## src/rtl/led_flow_ctrl.sv

```systemverilog
// led_flow_ctrl: steps a one-hot LED pattern on every edge of a slow toggle.
// It either rotates the pattern as a running light or sweeps it back and forth,
// and it reports the applied step count and a wrap/bounce pulse.
module led_flow_ctrl #(
  parameter int unsigned LED_W = 4
) (
  input  logic             sys_clk,
  input  logic             sys_rst_n,
  input  logic             tick_in,
  input  logic             mode_in,
  input  logic             pause_in,
  output logic [LED_W-1:0] led_out,
  output logic [7:0]       step_cnt,
  output logic             wrap_pulse
);

  typedef enum logic [1:0] {StInit, StRunUp, StRunDn} state_e;

  localparam logic [LED_W-1:0] LedLsb = {{(LED_W-1){1'b0}}, 1'b1};

  state_e           state_q, state_d;
  logic [LED_W-1:0] led_q, led_d;
  logic [7:0]       cnt_q, cnt_d;
  logic             wrap_q, wrap_d;
  logic             tick_q;
  logic             step;

  logic [LED_W-1:0] led_rol, led_shl, led_shr;

  assign led_rol = {led_q[LED_W-2:0], led_q[LED_W-1]};
  assign led_shl = {led_q[LED_W-2:0], 1'b0};
  assign led_shr = {1'b0, led_q[LED_W-1:1]};

  // Steps are suppressed in StInit so a high tick_in at reset release is not an edge.
  assign step = (tick_in != tick_q) && (state_q != StInit) && !pause_in;

  // Next-state: pattern movement, direction changes and wrap/bounce detection.
  always_comb begin
    state_d = state_q;
    led_d   = led_q;
    cnt_d   = cnt_q;
    wrap_d  = 1'b0;
    case (state_q)
      StInit: state_d = StRunUp;
      StRunUp, StRunDn: begin
        if (step) begin
          cnt_d = cnt_q + 8'd1;
          if (!mode_in) begin
            // Rotate mode always runs upward, even when leaving a down sweep.
            led_d   = led_rol;
            wrap_d  = led_q[LED_W-1];
            state_d = StRunUp;
          end else if (state_q == StRunUp) begin
            if (led_q[LED_W-1]) begin
              // Already at the top (mode just changed): bounce immediately.
              led_d   = led_shr;
              state_d = StRunDn;
              wrap_d  = 1'b1;
            end else begin
              led_d = led_shl;
              if (led_q[LED_W-2]) begin
                state_d = StRunDn;
                wrap_d  = 1'b1;
              end
            end
          end else begin
            if (led_q[0]) begin
              // Bottom reached while still marked down: bounce, never shift out.
              led_d   = led_shl;
              state_d = StRunUp;
              wrap_d  = 1'b1;
            end else begin
              led_d = led_shr;
              if (led_q[1]) begin
                state_d = StRunUp;
                wrap_d  = 1'b1;
              end
            end
          end
        end
      end
      default: state_d = StInit;
    endcase
  end

  // All state and outputs registered; tick_q tracks tick_in even while paused.
  always_ff @(posedge sys_clk or negedge sys_rst_n) begin
    if (!sys_rst_n) begin
      state_q <= StInit;
      led_q   <= LedLsb;
      cnt_q   <= 8'd0;
      wrap_q  <= 1'b0;
      tick_q  <= 1'b0;
    end else begin
      state_q <= state_d;
      led_q   <= led_d;
      cnt_q   <= cnt_d;
      wrap_q  <= wrap_d;
      tick_q  <= tick_in;
    end
  end

  assign led_out    = led_q;
  assign step_cnt   = cnt_q;
  assign wrap_pulse = wrap_q;

endmodule
```

## config.mk

```make
export PLATFORM = sky130hd
export DESIGN_NAME = led_flow_ctrl
export DESIGN_NICKNAME = d
export VERILOG_FILES = /design/src/rtl/led_flow_ctrl.sv
export SDC_FILE = /design/constraint.sdc
export NUM_CORES = 1
export LEC_CHECK = 0
export CAP_MARGIN = 20
export CELL_PAD_IN_SITES_DETAIL_PLACEMENT = 2
export CELL_PAD_IN_SITES_GLOBAL_PLACEMENT = 2
export CORE_MARGIN = 2
export CORE_UTILIZATION = 31
export DETAILED_ROUTE_END_ITERATION = 10
export PLACE_DENSITY_LB_ADDON = 0.05
export SLEW_MARGIN = 0
export SYNTH_ARGS = -nofsm -noshare
export SYNTH_HDL_FRONTEND = slang
export SYNTH_SLANG_ARGS = --single-unit
```

## constraint.sdc

```tcl
create_clock -name sys_clk -period 2.48 [get_ports sys_clk]
set_input_delay 0.372 -clock sys_clk [delete_from_list [all_inputs] [get_ports sys_clk]]
set_output_delay 0.372 -clock sys_clk [all_outputs]
set_load 0.1 [all_outputs]
```

* After elaboration in Yosys (flattened, before gate mapping) *
Index checks and enable logic that the tools add are counted.

operators by class
  add/subtract/negate cells = 1
  multipliers = 0
  divide/modulo/power cells = 0
  order comparisons = 0
  equal/unequal tests = 6
  shifts and indexed selects = 0
  mux-type cells = 20
  bitwise logic cells = 0
  reduce and logical (&&, ||, !) cells = 8

operators with widths
  kind                                                  number
  2-to-1 mux 4 bit                                      4
  2-to-1 mux 2 bit                                      7
  != test 5 bit (second input constant)                 2
  adder 8 x 1 -> 8 bit (second input constant)          1
  2-to-1 mux 1 bit                                      8
  one-hot mux 2 bit (2 select lines)                    1
  AND reduction 3 bit                                   1
  equality test 2 x 1 -> 1 bit (second input constant)  1
  equality test 2 bit (second input constant)           1
  logical AND 1 bit                                     2
  logical NOT 2 bit                                     1
  != test 2 bit (second input constant)                 1
  AND reduction 2 bit                                   1
  nonzero test 2 bit                                    1
  OR reduction 2 bit                                    1
  logical NOT 1 bit                                     1
  != test 1 bit                                         1

word-level totals
  register bits after elaboration = 16
  latch bits = 0
  bits in writable memories = 0
  ROM bits = 0
  input bits = 5
  logic and storage cells = 40
  memories = 0

* Longest topological paths before layout *
Gate-level depths: netlist (run 1).

  word-level depth = 6
  mapped depth = 7
  mapped depth without buffers = 6

* Least setup slack after synthesis (run 1) *
Ideal clock, no wire load.

  path kind = flip-flop to flip-flop
  from = reg led_q[3] (netlist: led_out[3])
  to = reg state_q[0]
  library setup time = 125 ps
  arrival = 2093 ps
  data required time = 2355 ps
  path slack = 262 ps
  cell stages (with the launch flop) = 5
  clock period less this slack = 2218 ps
  cells stage by stage = dfrtp_1 -> clkbuf_1 -> o31ai_2 -> o41ai_2 -> mux2_4

between the ends
  longest elaborated chain between the ends = 5

ends and longest elaborated chain
  item                                RTL line  source
  start: declaration                  22        logic [LED_W-1:0] led_q, led_d;
  start signal: assignment            90        led_q <= LedLsb;
  start signal: assignment            96        led_q <= led_d;
  2-to-1 mux 2 bit                    54        if (led_q[LED_W-1]) begin
  2-to-1 mux 2 bit                    53        end else if (state_q == StRunUp) begin
  2-to-1 mux 2 bit                    48        if (!mode_in) begin
  2-to-1 mux 2 bit                    46        if (step) begin
  one-hot mux 2 bit (2 select lines)  43        case (state_q)
  end signal: assignment              89        state_q <= StInit;
  end signal: assignment              95        state_q <= state_d;
  end: declaration                    21        state_e state_q, state_d;

Parallel ways exist; a longest one is shown, timed or not. The select of a mux whose other input is x is not followed.
A chain may end at the register's enable or synchronous reset.

* Final worst setup path (run 1) *
  from = reg state_q[1]
  to = reg state_q[0]

between the ends
  longest elaborated chain between the ends = 5

ends and longest elaborated chain
  item                                                                       RTL line
  equality test 2 x 1 -> 1 bit or nonzero test 2 bit (tied branches)         43, 53, 35
  2-to-1 mux 2 bit or logical AND 1 bit (tied branches)                      53, 35
  2-to-1 mux 2 bit or logical AND 1 bit (tied branches)                      48, 35
  2-to-1 mux 2 bit or != test 2 bit (tied branches)                          n/a
  one-hot mux 2 bit (2 select lines) or AND reduction 3 bit (tied branches)  n/a

Parallel ways exist; a longest one is shown, timed or not. The select of a mux whose other input is x is not followed.

==> summary.md, run 1 <==
| Metric | Value |
|---|---|
| Nets | `114` |
| P&R area growth vs syn | `17.4%` |
| DRT Pass-1 Iters | `2` |
| Gr ovfl total | `0` |
| Status | `complete, no violations` |
| DRT Wirelength | `2110 um` |
| PostCTS Resize Cnt | `0` |
| Final min period | `2.06 ns` |
| Static Leak | `0.000507 uW` |
| Clock-pin slew on the worst setup and hold paths | `0.10 ns` |
| WL per Instance | `15.7 um` |
| Final hold slack | `0.496 ns` |
| Seq/Total Area, Yosys | `44.0%` |
| Core Rows | `19` |
| Largest net degree at the start of global routing | `18` |
| GR Util All Layers | `14.2%` |
| Sequential cell area | `402 um^2` |
| DRC viols | `0` |
| DR vias | `681` |
| DIE HEIGHT | `58.2 um` |
| Distinct cell type count after synthesis | `31` |
| Final Hold Vio Count | `0` |
| Worst R2R End | `state_q[0]` |
| Cells after synthesis | `87` |
| Arr. time, crit path | `2.24 ns` |
| WS Path Type | `reg -> reg` |
| CTS tree | `done` |
| Startpoint types | `flip-flop` |
| Detailed Place HPWL | `1580 um` |
| Die X | `58.2 um` |
| Clk_skew | `0.00695 ns` |
| Iteration-0 DRC Markers | `5` |
| Filler cell count | `316` |
| Worst-path maximum fanout | `9` |
| Setup Total Neg Slack | `0 ns` |
| CP endpoint kind | `flip-flop` |
| PwrDens | `1130 nW/um^2` |
| Power Total | `1210 uW` |
| Post CTS Setup Buffer Count | `0` |
| Pre-CTS WS | `0.248 ns` |
| Area occupied by multi-input gates | `433 um^2` |
| Worst Hold Depth | `1` |
| Fin crit share | `83.0%` |
| Synth Area in XOR/XNOR | `7.68%` |
| Avg Cell Area, Syn | `10.5 um^2` |
| Largest family of logic cells by synthesized area | `simple AND/OR/NAND/NOR gates` |
| R2R Setup Slk | `0.42 ns` |
| Post-Synth Simple-Gate Area | `16.6%` |
| Core area | `2780 um^2` |
| Drt via density | `5.08` |
| Worst slew pin tran | `0.717 ns` |
| Fraction of layout instances using a drive strength above 1 | `26.2%` |
| Rel. slew slack | `52.1%` |
| # hold bufs at CTS | `0` |
| RSZ-0062 raised after global routing | `false` |
| Hold_sp | `step_cnt[7]` |
| Yosys warning count | `0` |
| # setup viols final | `0` |
| Worst Hold End | `step_cnt[7]` |
| Final WS setup | `0.421 ns` |
| CTS max path bufs | `2` |
| I/O Buffers | `17` |
| Routability cong. | `0.700` |
| Hold Path Class | `reg -> reg` |
| Die area | `3390 um^2` |
| Initial antenna violation count | `0` |
| CTS H-tree depth | `1` |
| WP data required | `2.66 ns` |
| Skew-Pair Late Insertion Delay | `0.28 ns` |
| First-pass GRT wire length | `3660 um` |
| Diodes inserted | `0` |
| Adder-Cell Fraction of Synth Area | `6.86%` |
| FMAX | `486 MHz` |
| Reg2Reg Depth | `6` |
| Worst flop-to-flop path startpoint | `state_q[1]` |
| Starting density of the core | `32.8%` |
| Clk sink count | `16` |
| CTS Buf Count | `3` |
| Compound-Gate Fraction of Synth Area | `12.3%` |
| VDD IR max | `0.000790 V` |
| Final instance area | `1070 um^2` |
| Vias in the first global route | `735` |
| Total of max-cap violations | `0` |
| Syn_nets | `97` |
| Final max-slew violation count | `0` |
| Ports | `18` |
| Mux cell area share after synthesis | `3.98%` |
| DP Area | `1040 um^2` |
| CTS Root Cell | `clkbuf_4` |
| #FFs+latches synth | `16` |
| Synth Cell Area | `912 um^2` |
| DRT antenna net count | `0` |
==> flip-flops by register name, summed over array words and instances (netlist names) <==
register / cells
led_out: 4
state_q: 2
step_cnt: 8
tick_q: 1
wrap_pulse: 1
==> power by group <==
group | internal [uW] | switching, uW
Clock | 62.4 | 79.7
Sequential | 316 | 64.6
Combinational | 203 | 483
==> logic make-up (layout without fill, tap and decap cells) <==
logic type / count (synthesis) / after routing
and+or+nand+nor: 26 / 26
DFF: 16 / 16
AOI/OAI and AO/OA: 16 / 16
adders and majority gates: 5 / 5
buffers and inverters: 13 / 29
xor gates and xnor gates: 8 / 8
muxes: 3 / 3
==> cell usage after synthesis <==
| cell | n | area share (%) |
|---|---|---|
| a211oi_1 | 1 | 0.82 |
| a21o_1 | 1 | 0.82 |
| a21oi_1 | 6 | 3.3 |
| buf_2 | 1 | 0.55 |
| buf_6 | 2 | 2.5 |
| buf_8 | 1 | 1.6 |
| clkbuf_1 | 1 | 0.41 |
| clkbuf_2 | 1 | 0.55 |
| dfrtp_1 | 15 | 41 |
| dfstp_2 | 1 | 2.9 |
| ha_1 | 5 | 6.9 |
| inv_1 | 7 | 2.9 |
| mux2_2 | 1 | 1.2 |
| mux2_4 | 1 | 1.6 |
| mux2i_1 | 1 | 1.1 |
| nand2_1 | 8 | 3.3 |
| nand3_1 | 2 | 1.1 |
| nand4_1 | 2 | 1.4 |
| nor2_1 | 5 | 2.1 |
| nor2_4 | 1 | 1.2 |
| nor3_1 | 1 | 0.55 |
| nor3_2 | 3 | 3.3 |
| nor3b_1 | 1 | 0.82 |
| nor4_1 | 1 | 0.69 |
| o21ai_0 | 4 | 2.2 |
| o22ai_1 | 1 | 0.69 |
| o31ai_2 | 2 | 2.7 |
| o41ai_2 | 1 | 1.8 |
| or4b_1 | 2 | 2.2 |
| xnor2_1 | 3 | 2.9 |
| xor2_1 | 5 | 4.8 |
==> metal layers <==
layer	GRT usage, %	part of all wire [%]
met5	0	0
met4	1.99	0.38
met3	4.69	4.6
met2	23.7	49
met1	18.5	46
==> worst max-delay path, stage by stage (launching register included) <==
cell and delay [ns]:
dfrtp_1 0.41, inv_1 0.11, ha_1 0.36, or4b_1 0.19
o31ai_2 0.08, o41ai_2 0.47, mux2_4 0.34
==> through the flow <==
stage          utilization [%]  cells
3_3_place_gp              37.6    130
4_1_cts                   38.5    134
5_1_grt                   38.5    134
2_1_floorplan                -     87
3_5_place_dp              37.6    130
6_report                  38.5    134
==> worst max path at each step <==
stage                    start          to  slack, ns  cells after the start
CTS                 state_q[1]  state_q[0]       0.38                      6
finish              state_q[1]  state_q[0]       0.42                      6
floorplan           led_out[3]  state_q[0]       0.26                      4
global route        state_q[1]  state_q[0]       0.30                      6
global placement       mode_in  state_q[0]       0.27                      5
detailed placement     mode_in  state_q[0]       0.25                      5
==> cell type report <==
| class | count | area share (%) |
|---|---|---|
| clock buffer | 4 | 2.45 |
| inverter | 7 | 2.45 |
| multi-input combinational | 58 | 40.4 |
| sequential | 16 | 37.5 |
| tap | 31 | 3.62 |
| timing repair buffer | 18 | 13.6 |
==> cells in the final DEF (no fill, tap or decap), drive strengths merged, types with 2 or more instances in the layout <==
cell           instances
xor2                   5
o21ai                  4
buf                   14
o31ai                  2
clkbuf                 4
xnor2                  3
ha                     5
mux2                   2
a21oi                  6
dfrtp                 15
or4b                   2
nand3                  2
inv                    7
nand2                  8
clkdlybuf4s50          4
nor2                   6
nor3                   4
nand4                  2
Note: power is estimated with default switching activity, not from simulation.
==> run 2, diff against run 1 <==
- clock period: 2.48 -> 1.9 ns (I/O delays scaled with it)
==> summary.md, run 2 (synthesized netlist as in run 1, its figures left out) <==
| Metric | Value |
|---|---|
| Max reg flops | `8 (unchanged)` |
| Fin crit share | `97.9% (+15 points)` |
| Detailed Place HPWL | `1630 um (+3.3%)` |
| Final max-slew violation count | `0 (unchanged)` |
| First-pass GRT wire length | `3770 um (+3.0%)` |
| Startpoint types | `flip-flop` |
| DIE HEIGHT | `58.2 um (unchanged)` |
| Reg2Reg Depth | `6 (unchanged)` |
| Status | `complete, no violations` |
| CP endpoint kind | `flip-flop` |
| Nets | `130 (+14%)` |
| Vias in the first global route | `799 (+8.7%)` |
| GR Util All Layers | `14.6% (+0.33 points)` |
| CTS Root Cell | `clkbuf_4` |
| Clk_skew | `0.00308 ns (-0.00387 ns)` |
| DP Cell Count | `142 (+9.2%)` |
| # setup viols final | `0 (unchanged)` |
| DRC viols | `0 (unchanged)` |
| Most frequent cells in the layout | `25 x buf_4, 12 x dfrtp_1, 8 x nand2_1` |
| Core area | `2780 um^2 (unchanged)` |
| DRT Pass-1 Iters | `2 (unchanged)` |
| Routability cong. | `0.696 (-0.63%)` |
| DRT antenna net count | `0 (unchanged)` |
| Starting density of the core | `32.8% (unchanged)` |
| VDD IR max | `0.00103 V (+30%)` |
| CTS Buf Count | `3 (unchanged)` |
| Commonest non-fill, non-tap cell in the layout | `buf_4` |
| P&R area growth vs syn | `44.7%` |
| Clk sink count | `16 (unchanged)` |
| Diodes inserted | `0 (unchanged)` |
| Final min period | `1.86 ns (-0.198 ns)` |
| Largest net degree at the start of global routing | `17 (-1)` |
| DR vias | `754 (+11%)` |
| Arr. time, crit path | `2.08 ns (-0.16 ns)` |
| Filler cell count | `295 (-6.6%)` |
| Highest routed layer | `met4` |
| CTS H-tree depth | `1 (unchanged)` |
| Drt via density | `5.03 (-1.1%)` |
| Iteration-0 DRC Markers | `8 (+3)` |
| RSZ-0062 raised after global routing | `true` |
| Fraction of layout instances using a drive strength above 1 | `44.5% (+18 points)` |
| Core Rows | `19 (unchanged)` |
| Final WS setup | `0.0393 ns (-0.382 ns)` |
| Met3 WL post-DR | `90 um (-6.3%)` |
| Skew-Pair Late Insertion Delay | `0.29 ns (about the same)` |
| Worst-path maximum fanout | `8 (-1)` |
| Hold Path Class | `in -> async` |
| Worst slew pin tran | `0.401 ns (-0.316 ns)` |
| Final Hold Vio Count | `0 (unchanged)` |
| Pre-CTS WS | `-0.147 ns (-0.395 ns)` |
| Die X | `58.2 um (unchanged)` |
| CTS tree | `done` |
| Gr ovfl total | `0 (unchanged)` |
| Static Leak | `0.000638 uW (+26%)` |
| CTS max path bufs | `2 (unchanged)` |
| # hold bufs at CTS | `0 (unchanged)` |
| WS Path Type | `reg -> reg` |
| Die area | `3390 um^2 (unchanged)` |
| PwrDens | `1440 nW/um^2 (+28%)` |
| Clock-pin slew on the worst setup and hold paths | `0.10 ns (about the same)` |
| I/O Buffers | `17 (unchanged)` |
| WL per Instance | `15.5 um (-1.3%)` |
| WP data required | `2.12 ns (-0.54 ns)` |
| Total of max-cap violations | `0 (unchanged)` |
| Met2 routed WL | `1160 um (+13%)` |
| FMAX | `537 MHz (+11%)` |
| M1 wire length | `1040 um (+6.5%)` |
| Final std cells w/o fill | `150 (+12%)` |
| Initial antenna violation count | `0 (unchanged)` |
| Rel. slew slack | `73.0% (+21 points)` |
| Ports | `18 (unchanged)` |
| DRT Wirelength | `2330 um (+10%)` |
## run 2: cell count changes in the layout (fill, tap and decap cells not counted), moves of 2 or more
cell and change:
inv_1 -2, dfrtp_2 +3, ha_4 +2, nor3_2 -2, inv_2 +2, buf_4 +11, buf_12 +4, nor3_4 +2
ha_1 -2, dfrtp_1 -3
## run 2: layout make-up
class | instances | area [um^2] | share of cell area, %
Clock buffer | 4 | 36.3 | 2.75
Inverter | 7 | 26.3 | 1.99
Multi-Input combinational cell | 58 | 477 | 36.1
Sequential cell | 16 | 409 | 31.0
Tap cell | 31 | 38.8 | 2.94
Timing Repair Buffer | 34 | 333 | 25.2
## run 2: stage by stage
stage                     cell area (um^2)  setup TNS (ns)  hold slack, ns  power, uW  util, %
after floorplan                        918          -0.148         -0.0106       1250        -
after global placement                1180          -0.369           0.457       1490     42.4
after detailed placement              1180          -0.897           0.481       1520     42.4
after CTS                             1240               0           0.314       1800     44.4
after global routing                  1320         -0.0803           0.300       2030     47.5
final                                 1320               0           0.306       1910     47.5
## run 2: where the power goes
| group | internal, uW | leakage [uW] | switching [uW] |
|---|---|---|---|
| Clock | 117 | 0.0000210 | 116 |
| Combinational | 461 | 0.000417 | 708 |
| Sequential | 414 | 0.000200 | 90.0 |
| Total | 991 | 0.000638 | 914 |
## run 2: worst paths after layout
| path | startpoint | to | slack [ns] |
|---|---|---|---|
| max | state_q[0] | step_cnt[6] | 0.04 |
| max in group asynchronous | sys_rst_n | led_out[0] | 1.35 |
| min | sys_rst_n | led_out[2] | 0.31 |
| max reg2reg | state_q[0] | step_cnt[6] | 0.04 |
| min in group sys_clk | tick_in | tick_q | 0.48 |
| min reg2reg | step_cnt[7] | step_cnt[7] | 0.49 |
## run 2: layer usage
| layer | global-route usage [%] | up-vias |
|---|---|---|
| li1 | - | 360 |
| met1 | 19.1 | 379 |
| met2 | 24.5 | 11 |
| met3 | 4.02 | 4 |
| met4 | 1.99 | 0 |
| met5 | 0 | - |
## run 2: what timing repair did
action / 4_1_cts / 5_1_grt
gates cloned: 0 / 1
setup buffers: 1 / 2
pin swaps: 0 / 2
endpoints found under the setup margin: 5 / 11
resized for setup: 4 / 10
## run 2: worst max-delay path: stages (launching register included)
cell     delay, ns
dfrtp_2       0.44
inv_2         0.07
ha_4          0.26
or4b_4        0.50
buf_12        0.17
nor3_2        0.18
xor2_1        0.17
==> run 3, diff against run 2 <==
--- a/config.mk
+++ b/config.mk
@@ -10,4 +10,4 @@
 export CELL_PAD_IN_SITES_GLOBAL_PLACEMENT = 2
-export CORE_MARGIN = 2
 export CORE_UTILIZATION = 31
+export CTS_CLUSTER_SIZE = 8
 export DETAILED_ROUTE_END_ITERATION = 10
--- a/constraint.sdc
+++ b/constraint.sdc
@@ -3,2 +3,2 @@
 set_output_delay 0.285 -clock sys_clk [all_outputs]
-set_load 0.1 [all_outputs]
+set_load 0.005 [all_outputs]
==> summary.md, run 3 (synthesized netlist as in run 1, its figures left out) <==
| Metric | Value |
|---|---|
| Status | `complete, no violations` |
| CP startpoint | `state_q[0]` |
| Reg2Reg Depth | `5 (-1)` |
| Fraction of layout instances using a drive strength above 1 | `30.3% (-14 points)` |
| Die X | `56.2 um (-3.4%)` |
| Fin crit share | `96.8% (-1.1 points)` |
| Clock-pin slew on the worst setup and hold paths | `0.10 ns (about the same)` |
| Filler cell count | `315 (+6.8%)` |
| DRT Pass-1 Iters | `3 (+1)` |
| Core Rows | `19 (unchanged)` |
| Largest net degree at the start of global routing | `18 (+1)` |
| Worst R2R End | `state_q[0]` |
| Gr ovfl total | `0 (unchanged)` |
| Clk_skew | `0.00657 ns (+0.00349 ns)` |
| Final instance area | `1280 um^2 (-3.2%)` |
| Static Leak | `0.000602 uW (-5.7%)` |
| DRC viols | `0 (unchanged)` |
| DIE HEIGHT | `56.2 um (-3.4%)` |
| CTS Root Cell | `clkbuf_4` |
| Final max-slew violation count | `0 (unchanged)` |
| I/O Buffers | `17 (unchanged)` |
| WP data required | `2.08 ns (-0.04 ns)` |
| CP endpoint kind | `flip-flop` |
| P&R area growth vs syn | `40.1%` |
| Diodes inserted | `0 (unchanged)` |
| WL per Instance | `14.4 um (-7.2%)` |
| VDD IR max | `0.000714 V (-31%)` |
| Vias in the first global route | `833 (+4.3%)` |
| Arr. time, crit path | `2.02 ns (-0.06 ns)` |
| Startpoint types | `flip-flop` |
| DRT Wirelength | `2160 um (-7.2%)` |
| Critical Path, Cell by Cell | `ha_2, or4b_1, o31ai_2, o41ai_2, mux2_4` |
| R2R Setup Slk | `0.06 ns (+0.02 ns)` |
| Die area | `3160 um^2 (-6.7%)` |
| Commonest non-fill, non-tap cell in the layout | `clkdlybuf4s50_1` |
| CP endpoint | `state_q[0]` |
| Worst path depth | `5 (-1)` |
| Max reg flops | `8 (unchanged)` |
| Worst flop-to-flop path startpoint | `state_q[0]` |
| GR Util All Layers | `15.0% (+0.49 points)` |
| DP Area | `1180 um^2 (+0.32%)` |
| DR vias | `739 (-2.0%)` |
| RSZ-0062 raised after global routing | `false` |
| Critical Path Slowest Stage Cell | `or4b_1` |
| PwrDens | `1150 nW/um^2 (-20%)` |
| Most frequent cells in the layout | `17 x clkdlybuf4s50_1, 16 x buf_4, 15 x dfrtp_1` |
| Total of max-cap violations | `0 (unchanged)` |
| Detailed Place HPWL | `1550 um (-4.7%)` |
| Routability cong. | `0.677 (-2.7%)` |
| Drt via density | `4.93 (-2.0%)` |
| FMAX | `544 MHz (+1.1%)` |
| # setup viols final | `0 (unchanged)` |
| Skew-Pair Late Insertion Delay | `0.28 ns (about the same)` |
| Worst slew pin tran | `0.388 ns (-0.0131 ns)` |
| Final hold slack | `0.311 ns (+0.00525 ns)` |
| Ports | `18 (unchanged)` |
| Clk sink count | `16 (unchanged)` |
| Final Hold Vio Count | `0 (unchanged)` |
| Initial antenna violation count | `0 (unchanged)` |
| WS Path Type | `reg -> reg` |
| Largest stage delay, worst path | `0.55 ns (+0.05 ns)` |
| CTS max path bufs | `2 (unchanged)` |
| CP bufs+invs | `0 (-2)` |
| Starting density of the core | `32.8% (unchanged)` |
| Worst-path maximum fanout | `4 (-4)` |
| Iteration-0 DRC Markers | `2 (-6)` |
| Rel. slew slack | `73.9% (+0.88 points)` |
| Crit-path leading delay family | `simple AND/OR/NAND/NOR gates` |
| CTS tree | `done` |
| CTS H-tree depth | `1 (unchanged)` |
| Area occupied by multi-input gates | `464 um^2 (-2.6%)` |
| DRT antenna net count | `0 (unchanged)` |
| First-pass GRT wire length | `3780 um (+0.19%)` |
| Core area | `2780 um^2 (unchanged)` |
| Final min period | `1.84 ns (-0.0210 ns)` |
| Hold Path Class | `in -> async` |
| Sequential cell area | `402 um^2 (-1.8%)` |
| CTS Buf Count | `3 (unchanged)` |
| Nets | `130 (unchanged)` |
run 3: changes by cell type in the layout (fill, tap and decap cells not counted), moves of 3 or more:
| cell | previous run | this run |
|---|---|---|
| clkdlybuf4s50_1 | 4 | 17 |
| buf_4 | 25 | 16 |
| buf_12 | 4 | 1 |
| dfrtp_1 | 12 | 15 |
| dfrtp_2 | 3 | 0 |
run 3: timing repair:
action	in CTS	in global routing
pin swaps	0	2
hold buffers	0	0
setup buffers	0	2
setup endpoints to repair	2	6
gates resized for setup	2	8
run 3: final cells by class:
type | count | share of cell area [%]
multi-input combinational | 58 | 36.3
inverter | 7 | 2.06
tap | 31 | 3.04
timing repair buffer | 34 | 24.3
sequential | 16 | 31.4
clock buffer | 4 | 2.84
run 3: worst min-delay path by stage:
stage | start | slack [ns] | to | depth (start not counted)
floorplan | sys_rst_n | -0.01 | led_out[1] | 0
global placement | step_cnt[7] | 0.46 | step_cnt[7] | 1
detailed placement | step_cnt[7] | 0.46 | step_cnt[7] | 1
CTS | sys_rst_n | 0.31 | state_q[0] | 2
global route | sys_rst_n | 0.31 | state_q[0] | 2
finish | sys_rst_n | 0.31 | state_q[0] | 2
run 3: through the flow:
stage | power (uW) | setup WS (ns) | std cells | utilization (%) | setup TNS [ns]
floorplan | 892 | 0.0153 | 87 | - | 0
global placement | 1140 | -0.0737 | 144 | 42.5 | -0.307
detailed placement | 1170 | -0.130 | 144 | 42.5 | -0.659
CTS | 1420 | 0.0185 | 148 | 44.0 | 0
global route | 1580 | 0.00264 | 150 | 45.9 | 0
finish | 1470 | 0.0603 | 150 | 45.9 | 0
run 3: where the power goes:
part	switching, uW	total (uW)	internal, uW
combinational	315	744	430
sequential	84.5	496	412
clock	112	229	116
run 3: routing by layer:
metal	vias to the layer above	track usage (%)	wire length, um
met5	-	0	0
met4	0	3.14	19
met3	2	2.79	56
met2	10	25.0	1060
met1	368	20.4	1020
li1	359	-	-
